[src/rtl/bcd_pkg.sv]
// Shared definitions for the sequential double-dabble binary-to-BCD converter.
`timescale 1ns/1ps
package bcd_pkg;

  typedef enum logic [1:0] {
    ST_IDLE  = 2'd0,
    ST_SHIFT = 2'd1,
    ST_DONE  = 2'd2
  } bcd_state_e;

  localparam logic [3:0] BCD_ADJ_THRESH = 4'd4;

  // Bits needed to hold the values 0..value-1.
  function automatic int unsigned clog2(input int unsigned value);
    int unsigned r;
    r = 32'd0;
    for (int unsigned i = 32'd0; i < 32'd32; i++) begin
      if ((32'd1 << i) < value) begin
        r = i + 32'd1;
      end
    end
    return r;
  endfunction

endpackage

[src/rtl/bcd_convert_seq_digit_adj.sv]
// One BCD digit adjustment step: a digit above four gets +3 before the shift.
`timescale 1ns/1ps
module bcd_digit_adj
  import bcd_pkg::*;
(
  input  logic [3:0] digit_in,
  output logic [3:0] digit_out
);

  // Add-3 correction, no carry into the neighbouring digit.
  always_comb begin
    if (digit_in > BCD_ADJ_THRESH) begin
      digit_out = digit_in + 4'd3;
    end else begin
      digit_out = digit_in;
    end
  end

endmodule

[src/rtl/bcd_convert_seq.sv]
// Sequential binary-to-BCD converter, one input bit per clock, valid/ready on both sides.
`timescale 1ns/1ps
module bcd_convert_seq
  import bcd_pkg::*;
#(
  parameter int BIN_W  = 10,
  parameter int DIGITS = 4,
  parameter bit SIGNED = 1'b0
) (
  input  logic                  clk,
  input  logic                  reset,
  input  logic                  in_valid,
  output logic                  in_ready,
  input  logic [BIN_W-1:0]      bin_in,
  output logic                  out_valid,
  input  logic                  out_ready,
  output logic [4*DIGITS-1:0]   bcd_out,
  output logic                  sign_out,
  output logic                  ovf_out
);

  localparam int CNT_W = clog2(BIN_W + 1);
  localparam int ACC_W = 4 * DIGITS;
  localparam logic [CNT_W-1:0] CNT_LOAD = CNT_W'(BIN_W);
  localparam logic [CNT_W-1:0] CNT_ONE  = CNT_W'(1);
  localparam logic [BIN_W-1:0] BIN_ONE  = BIN_W'(1);

  bcd_state_e       state_q, state_d;
  logic [BIN_W-1:0] shift_q, shift_d;
  logic [CNT_W-1:0] cnt_q, cnt_d;
  logic [ACC_W-1:0] acc_q, acc_d;
  logic [ACC_W-1:0] acc_adj_s;
  logic [ACC_W-1:0] bcd_q, bcd_d;
  logic             sign_q, sign_d;
  logic             ovf_q, ovf_d;

  for (genvar g = 0; g < DIGITS; g++) begin : g_adj
    bcd_digit_adj u_adj (
      .digit_in  (acc_q[4*g +: 4]),
      .digit_out (acc_adj_s[4*g +: 4])
    );
  end

  // Next-state, datapath and result capture.
  always_comb begin
    state_d = state_q;
    shift_d = shift_q;
    cnt_d   = cnt_q;
    acc_d   = acc_q;
    bcd_d   = bcd_q;
    sign_d  = sign_q;
    ovf_d   = ovf_q;
    case (state_q)
      ST_IDLE: begin
        if (in_valid) begin
          if (SIGNED && bin_in[BIN_W-1]) begin
            shift_d = (~bin_in) + BIN_ONE;
            sign_d  = 1'b1;
          end else begin
            shift_d = bin_in;
            sign_d  = 1'b0;
          end
          acc_d   = '0;
          ovf_d   = 1'b0;
          cnt_d   = CNT_LOAD;
          state_d = ST_SHIFT;
        end else begin
          state_d = ST_IDLE;
        end
      end
      ST_SHIFT: begin
        acc_d   = {acc_adj_s[ACC_W-2:0], shift_q[BIN_W-1]};
        shift_d = {shift_q[BIN_W-2:0], 1'b0};
        cnt_d   = cnt_q - CNT_ONE;
        // A set top bit after adjustment is about to fall off the accumulator.
        if (acc_adj_s[ACC_W-1]) begin
          ovf_d = 1'b1;
        end else begin
          ovf_d = ovf_q;
        end
        if (cnt_q == CNT_ONE) begin
          bcd_d   = {acc_adj_s[ACC_W-2:0], shift_q[BIN_W-1]};
          state_d = ST_DONE;
        end else begin
          state_d = ST_SHIFT;
        end
      end
      ST_DONE: begin
        if (out_ready) begin
          state_d = ST_IDLE;
        end else begin
          state_d = ST_DONE;
        end
      end
      default: begin
        state_d = ST_IDLE;
      end
    endcase
  end

  // State and result registers with synchronous reset.
  always_ff @(posedge clk) begin
    if (reset) begin
      state_q <= ST_IDLE;
      shift_q <= '0;
      cnt_q   <= '0;
      acc_q   <= '0;
      bcd_q   <= '0;
      sign_q  <= 1'b0;
      ovf_q   <= 1'b0;
    end else begin
      state_q <= state_d;
      shift_q <= shift_d;
      cnt_q   <= cnt_d;
      acc_q   <= acc_d;
      bcd_q   <= bcd_d;
      sign_q  <= sign_d;
      ovf_q   <= ovf_d;
    end
  end

  assign in_ready  = (state_q == ST_IDLE);
  assign out_valid = (state_q == ST_DONE);
  assign bcd_out   = bcd_q;
  assign sign_out  = sign_q;
  assign ovf_out   = ovf_q;

endmodule

[config.mk]
export PLATFORM = sky130hd
export DESIGN_NAME = bcd_convert_seq
export DESIGN_NICKNAME = d
export VERILOG_FILES = /design/src/rtl/bcd_pkg.sv /design/src/rtl/bcd_convert_seq_digit_adj.sv /design/src/rtl/bcd_convert_seq.sv
export SDC_FILE = /design/constraint.sdc
export NUM_CORES = 1
export LEC_CHECK = 0
export CAP_MARGIN = 10
export CORE_MARGIN = 10
export CORE_UTILIZATION = 58
export CTS_CLUSTER_SIZE = 28
export DETAILED_ROUTE_END_ITERATION = 16
export GPL_TIMING_DRIVEN = 0
export PLACE_DENSITY_LB_ADDON = 0.2
export SLEW_MARGIN = 20
export SYNTH_ARGS = -nofsm -noshare
export SYNTH_HDL_FRONTEND = slang
export SYNTH_SLANG_ARGS = --single-unit
[constraint.sdc]
create_clock -name clk -period 2.9 [get_ports clk]
set_input_delay 0.58 -clock clk [delete_from_list [all_inputs] [get_ports clk]]
set_output_delay 0.58 -clock clk [all_outputs]
set_load 0.02 [all_outputs]
==> results.json, run 1 <==
{
  "area_delta_synth_final_pct": 19.6,
  "core_area_sq_um": 4030,
  "grt-ovfl-total": 0,
  "worstRegToRegCells": 5,
  "yosysWarningCount": 0,
  "min_from": "bcd_out[10]",
  "post-route-util_pct": 71.9,
  "power_frac_comb_pct": 13.5,
  "seq_power_share_pct": 52.8,
  "mostFrequentLayoutCell": "dfxtp_1",
  "drv_cap": 0,
  "cts_max_level": 2,
  "gp_congestion": 0.807,
  "syn_area_sq_um": 2420,
  "drv_slew": 0,
  "die-height_um": 84.6,
  "grt_pass1_wl_um": 10100,
  "path_buf_inv": 1,
  "p_sw_mw": 0.368,
  "cp-start-kind": "register",
  "use_met3_pct": 5.02,
  "post_cts_buffers": 0,
  "crit_family": "buffers and inverters",
  "grtUsageTotal_pct": 17.0,
  "rsz0062_at_grt": "false",
  "antennaDiodeCount": 0,
  "hold-path-cell-count": 2,
  "rr_startpoint": "cnt_q[1]",
  "start_util_pct": 60.1,
  "avgSynthCellArea_sq_um": 8.68,
  "status": "completed",
  "tritoncts": "built",
  "insertion_delay_ns": 0.31,
  "drtIter0Drc": 196,
  "fillers": 335,
  "grt_max_degree": 15,
  "port_buffers": 31,
  "cp_max_fo": 8,
  "dp_hpwl_um": 4320,
  "grt_antenna_before_repair": 0,
  "finalSetupViolations": 0,
  "hp-class": "register to register",
  "cts_hold_buf": 0,
  "wl_per_cell_um": 16.8,
  "synth_cell_types": 40,
  "ios": 34,
  "drtPass1Iterations": 5,
  "fmax_mhz": 460,
  "via_count": 2266,
  "skew_ns": 0.00946,
  "numCtsBuffers": 5,
  "synth_cells": 279,
  "cp.required_ns": 2.32,
  "dieArea_sq_um": 7160,
  "grt_util_met1_pct": 18.5,
  "finalHoldViolations": 0,
  "synthFlopType": "dfxtp_1",
  "critPathSlowestCell": "clkdlybuf4s50_1",
  "layout_common_cells": "dfxtp_1 (49), nand2_1 (32), clkdlybuf4s50_1 (31)",
  "fp.dieW_um": 84.6,
  "cp-end-kind": "output pin",
  "ys_seq_elements": 49,
  "cts_buffer_depth": 2,
  "switching_share_pct": 27.1,
  "timing.final.crit_period_ns": 2.17,
  "grt_pass1_vias": 2148,
  "ant_nets": 0,
  "worstReg2RegEnd": "bcd_out[14]",
  "final.setup.tns_ns": 0,
  "clock-sinks": 49,
  "p_leak_nw": 0.991,
  "worst_pin_slew_ns": 0.590,
  "slowest_delay_ns": 0.63,
  "ys_seq_area_share_pct": 40.5,
  "intPower_mw": 0.989,
  "path_cells": "nor2b_1 -> clkdlybuf4s50_1",
  "layout-drive-gt1-share_pct": 8.81,
  "worst-setup-path-type": "register to output pin",
  "async_flop_share_pct": 0,
  "arrival_ns": 1.59,
  "wl_um": 6170,
  "layout.nets": 341,
  "clock-root-buffer": "clkbuf_8",
  "hold_end": "bcd_out[10]",
  "grtUsageMet2_pct": 30.0,
  "slew_headroom_pct": 60.6,
  "power.density_nw_per_um2": 469,
  "ir_drop_v": 0.000329,
  "p_clk_share_pct": 33.7,
  "vias_per_cell": 6.16,
  "synth_edf_count": 0,
  "drc": 0,
  "cts.repair.resized": 0,
  "syn_nets": 303,
  "ff2ff_setup_slack_ns": 1.18,
  "clk_pin_slew_ns": 0.09,
  "finalCritPeriodShare_pct": 75.0,
  "row_count": 23,
  "p_total_mw": 1.36,
  "busiest_layer": "met2"
}
==> Yosys cell counts, types with 9 or more instances <==
cell / n / area share [%]
o21a_1: 9 / 2.8
nor3_1: 10 / 2.1
a311oi_1: 9 / 3.3
a21oi_1: 15 / 3.1
a211oi_1: 10 / 3.1
dfxtp_1: 49 / 41
nor2b_1: 15 / 3.9
ha_1: 10 / 5.2
nand2_1: 32 / 5.0
nor2_1: 16 / 2.5
inv_1: 10 / 1.6
nand3_1: 11 / 2.3
==> logic make-up (layout without fill, tap and decap cells) <==
logic type	Yosys count	after routing	synth area share [%]
mux	3	3	1.24
flops	49	49	40.5
buf+inv	31	70	6.00
other cells	1	1	0.155
compound gates	82	82	24.3
fa+ha+maj	10	10	5.17
simple gates	103	103	22.6
==> tightest hold or removal path: stages, from the launching register on <==
cell and delay (ns):
dfxtp_1 0.32, nand2_1 0.05, o32ai_1 0.07
==> sequential cells by signal, summed over array words and instances (netlist names) <==
signal	cells
acc_q	16
bcd_out	16
cnt_q	4
ovf_out	1
shift_q	10
state_q	2
==> per-layer routing <==
layer / up-vias / routed length, um
met1: 1091 / 2580
met3: 8 / 442
met5: - / 0
met2: 65 / 3060
met4: 0 / 87
li1: 1102 / -
==> area by class of cell <==
type / count / area, sq um / area share [%]
Tap cell: 50 / 62.6 / 2.16
Inverter: 11 / 41.3 / 1.43
Multi-Input combinational cell: 199 / 1290 / 44.7
Timing Repair Buffer: 31 / 310 / 10.7
Clock inverter: 1 / 5.00 / 0.173
Sequential cell: 49 / 981 / 33.9
Buffer: 20 / 104 / 3.59
Clock buffer: 7 / 96.3 / 3.33
==> through the flow <==
step / hold WS, ns / cells / setup slack [ns] / area, sq um
finish: 0.478 / 368 / 0.726 / 2900
global route: 0.504 / 368 / 0.632 / 2900
CTS: 0.479 / 368 / 0.722 / 2900
detailed placement: 0.466 / 360 / 0.908 / 2790
global placement: 0.461 / 360 / 0.893 / 2790
floorplan: 0.455 / 279 / 1.48 / 2420
==> how the worst max path moves through the flow <==
stage	from	to	slack [ns]	depth (start not counted)
after floorplan	cnt_q[1]	bcd_out[7]	1.48	6
after global placement	in_valid	acc_q[2]	0.89	5
after detailed placement	in_valid	acc_q[2]	0.91	5
after CTS	state_q[1]	out_valid	0.72	2
after global routing	state_q[1]	out_valid	0.63	2
final	state_q[1]	out_valid	0.73	2
==> power by group through the flow <==
stage | clock (mW) | sequential (mW) | combinational [mW]
final | 0.457 | 0.717 | 0.184
after floorplan | 0 | 0.732 | 0.116
after detailed placement | 0 | 0.732 | 0.183
after global routing | 0.473 | 0.719 | 0.200
after global placement | 0 | 0.731 | 0.180
after CTS | 0.452 | 0.716 | 0.184
No activity file was read; power rests on OpenSTA's default activity.
==> inputs of run 2 (changes only) <==
--- a/config.mk
+++ b/config.mk
@@ -7,7 +7,7 @@
 export LEC_CHECK = 0
 export CAP_MARGIN = 10
 export CORE_MARGIN = 10
-export CORE_UTILIZATION = 58
+export CORE_UTILIZATION = 49
 export CTS_CLUSTER_SIZE = 28
 export DETAILED_ROUTE_END_ITERATION = 16
 export GPL_TIMING_DRIVEN = 0
==> constraint.sdc (replaced) <==
create_clock -name clk -period 1.91 [get_ports clk]
set_input_delay 0.382 -clock clk [delete_from_list [all_inputs] [get_ports clk]]
set_output_delay 0.382 -clock clk [all_outputs]
set_load 0.02 [all_outputs]
==> results.json, run 2 (synthesized netlist as in run 1, its figures left out) <==
{
  "status": "completed",
  "drtIter0Drc": 146,
  "rsz0062_at_grt": "false",
  "dr_wl_met2_um": 2790,
  "critPathSlowestCell": "clkdlybuf4s50_1",
  "dp.cells": 377,
  "clk_pin_slew_ns": 0.09,
  "drv_slew": 0,
  "placed_cell_area_sq_um": 2820,
  "ff2ff_setup_slack_ns": 0.22,
  "hp-class": "input pin to register",
  "slew_headroom_pct": 63.2,
  "skew_ns": 0.00659,
  "cp-start-kind": "register",
  "cp.required_ns": 1.53,
  "start_util_pct": 50.9,
  "ios": 34,
  "hold-path-cell-count": 2,
  "worstSetupPathDepth": 3,
  "area_delta_synth_final_pct": 20.4,
  "drv_cap": 0,
  "grtUsageTotal_pct": 14.8,
  "insertion_delay_ns": 0.31,
  "numCtsBuffers": 5,
  "grt-ovfl-total": 0,
  "worst-setup-path-type": "register to output pin",
  "row_count": 25,
  "final.setup.tns_ns": 0,
  "drc": 0,
  "clock-root-buffer": "clkbuf_8",
  "die-height_um": 90.3,
  "tritoncts": "built",
  "p_total_mw": 2.04,
  "arrival_ns": 1.48,
  "gp_congestion": 0.742,
  "grt_pass1_wl_um": 10100,
  "cts_buffer_depth": 2,
  "core_area_sq_um": 4750,
  "port_buffers": 31,
  "layoutNonFillerInstCount": 385,
  "whs_ns": 0.407,
  "cp-end-kind": "output pin",
  "via_count": 2155,
  "finalCritPeriodShare_pct": 97.2,
  "path_cells": "buf_4 -> nor2_1 -> clkdlybuf4s50_1",
  "layout.nets": 341,
  "wl_um": 5930,
  "worstRegToRegCells": 5,
  "cp_max_fo": 9,
  "fillers": 434,
  "finalSetupViolations": 0,
  "crit_family": "buffers and inverters",
  "top_layer_used": "met4",
  "fp.dieW_um": 90.3,
  "path_buf_inv": 2,
  "wl_met1_um": 2750,
  "slowest_delay_ns": 0.61,
  "fmax_mhz": 538,
  "cts_max_level": 2,
  "layout_common_cells": "dfxtp_1 (49), nand2_1 (32), clkdlybuf4s50_1 (30)",
  "vias_per_cell": 5.60,
  "layout-drive-gt1-share_pct": 8.81,
  "ant_nets": 0,
  "grt_antenna_before_repair": 0,
  "fin_area_sq_um": 2920,
  "drtPass1Iterations": 4,
  "worst_pin_slew_ns": 0.552,
  "grt_max_degree": 15,
  "dieArea_sq_um": 8150,
  "finalHoldViolations": 0,
  "post_cts_buffers": 0,
  "power.density_nw_per_um2": 701,
  "mostFrequentLayoutCell": "dfxtp_1",
  "dp_hpwl_um": 4280,
  "wl_per_cell_um": 15.4,
  "ir_drop_v": 0.000413,
  "wl_met3_um": 354,
  "timing.final.crit_period_ns": 1.86,
  "clock-sinks": 49,
  "antennaDiodeCount": 0,
  "grt_pass1_vias": 2088,
  "p_leak_nw": 0.996
}
==> run 2: timing repair <==
action                     in CTS  in global routing
gates resized for setup         1                  0
setup endpoints to repair       1                  0
hold buffers                    0                  0
==> run 2: per-layer routing <==
| layer | GRT usage [%] | vias to the layer above |
|---|---|---|
| met1 | 18.5 | 1010 |
| met4 | 5.04 | 0 |
| met2 | 24.0 | 48 |
| met3 | 3.66 | 5 |
| li1 | - | 1092 |
| met5 | 0 | - |
==> run 2: layout make-up <==
class / instances / area, sq um / area share [%]
plain buffers: 20 / 104 / 3.56
clock buffers: 7 / 96.3 / 3.30
clock inverters: 1 / 5.00 / 0.172
inverters: 11 / 41.3 / 1.42
multi-input cells: 199 / 1290 / 44.4
flip-flops and latches: 49 / 981 / 33.6
well taps: 67 / 83.8 / 2.88
repair buffers: 31 / 309 / 10.6
==> run 2: worst register-to-register path, cell delays in order, from the launching register on <==
cell	delay, ns
dfxtp_1	0.32
inv_1	0.10
ha_1	0.17
nor3b_4	0.49
nand3_4	0.21
o32ai_1	0.32
==> run 2: where the power goes <==
| part | switching, mW | internal [mW] |
|---|---|---|
| combinational | 0.163 | 0.113 |
| clock | 0.351 | 0.328 |
| sequential | 0.0281 | 1.06 |
| total | 0.542 | 1.50 |
==> run 2: final timing paths <==
kind / end / startpoint
setup / recovery: in_ready / state_q[0]
hold / removal: shift_q[8] / reset
setup reg to reg: bcd_out[13] / cnt_q[1]
hold reg to reg: bcd_out[10] / bcd_out[10]
==> run 2: metrics by stage <==
stage,utilization (%),setup WS (ns)
detailed placement,59.2,0.0987
global placement,59.2,0.0951
floorplan,-,0.492
finish,61.3,0.0527
global route,61.3,0.00605
CTS,61.3,0.0459
==> inputs of run 3 (changes only) <==
--- a/config.mk
+++ b/config.mk
@@ -11,6 +11,7 @@
 export CTS_CLUSTER_SIZE = 28
 export DETAILED_ROUTE_END_ITERATION = 16
 export GPL_TIMING_DRIVEN = 0
+export HOLD_SLACK_MARGIN = 0.05
 export PLACE_DENSITY_LB_ADDON = 0.2
 export SLEW_MARGIN = 20
 export SYNTH_ARGS = -nofsm -noshare
==> results of run 3 <==
Final layout, timing and power as in run 2 (identical DEF).
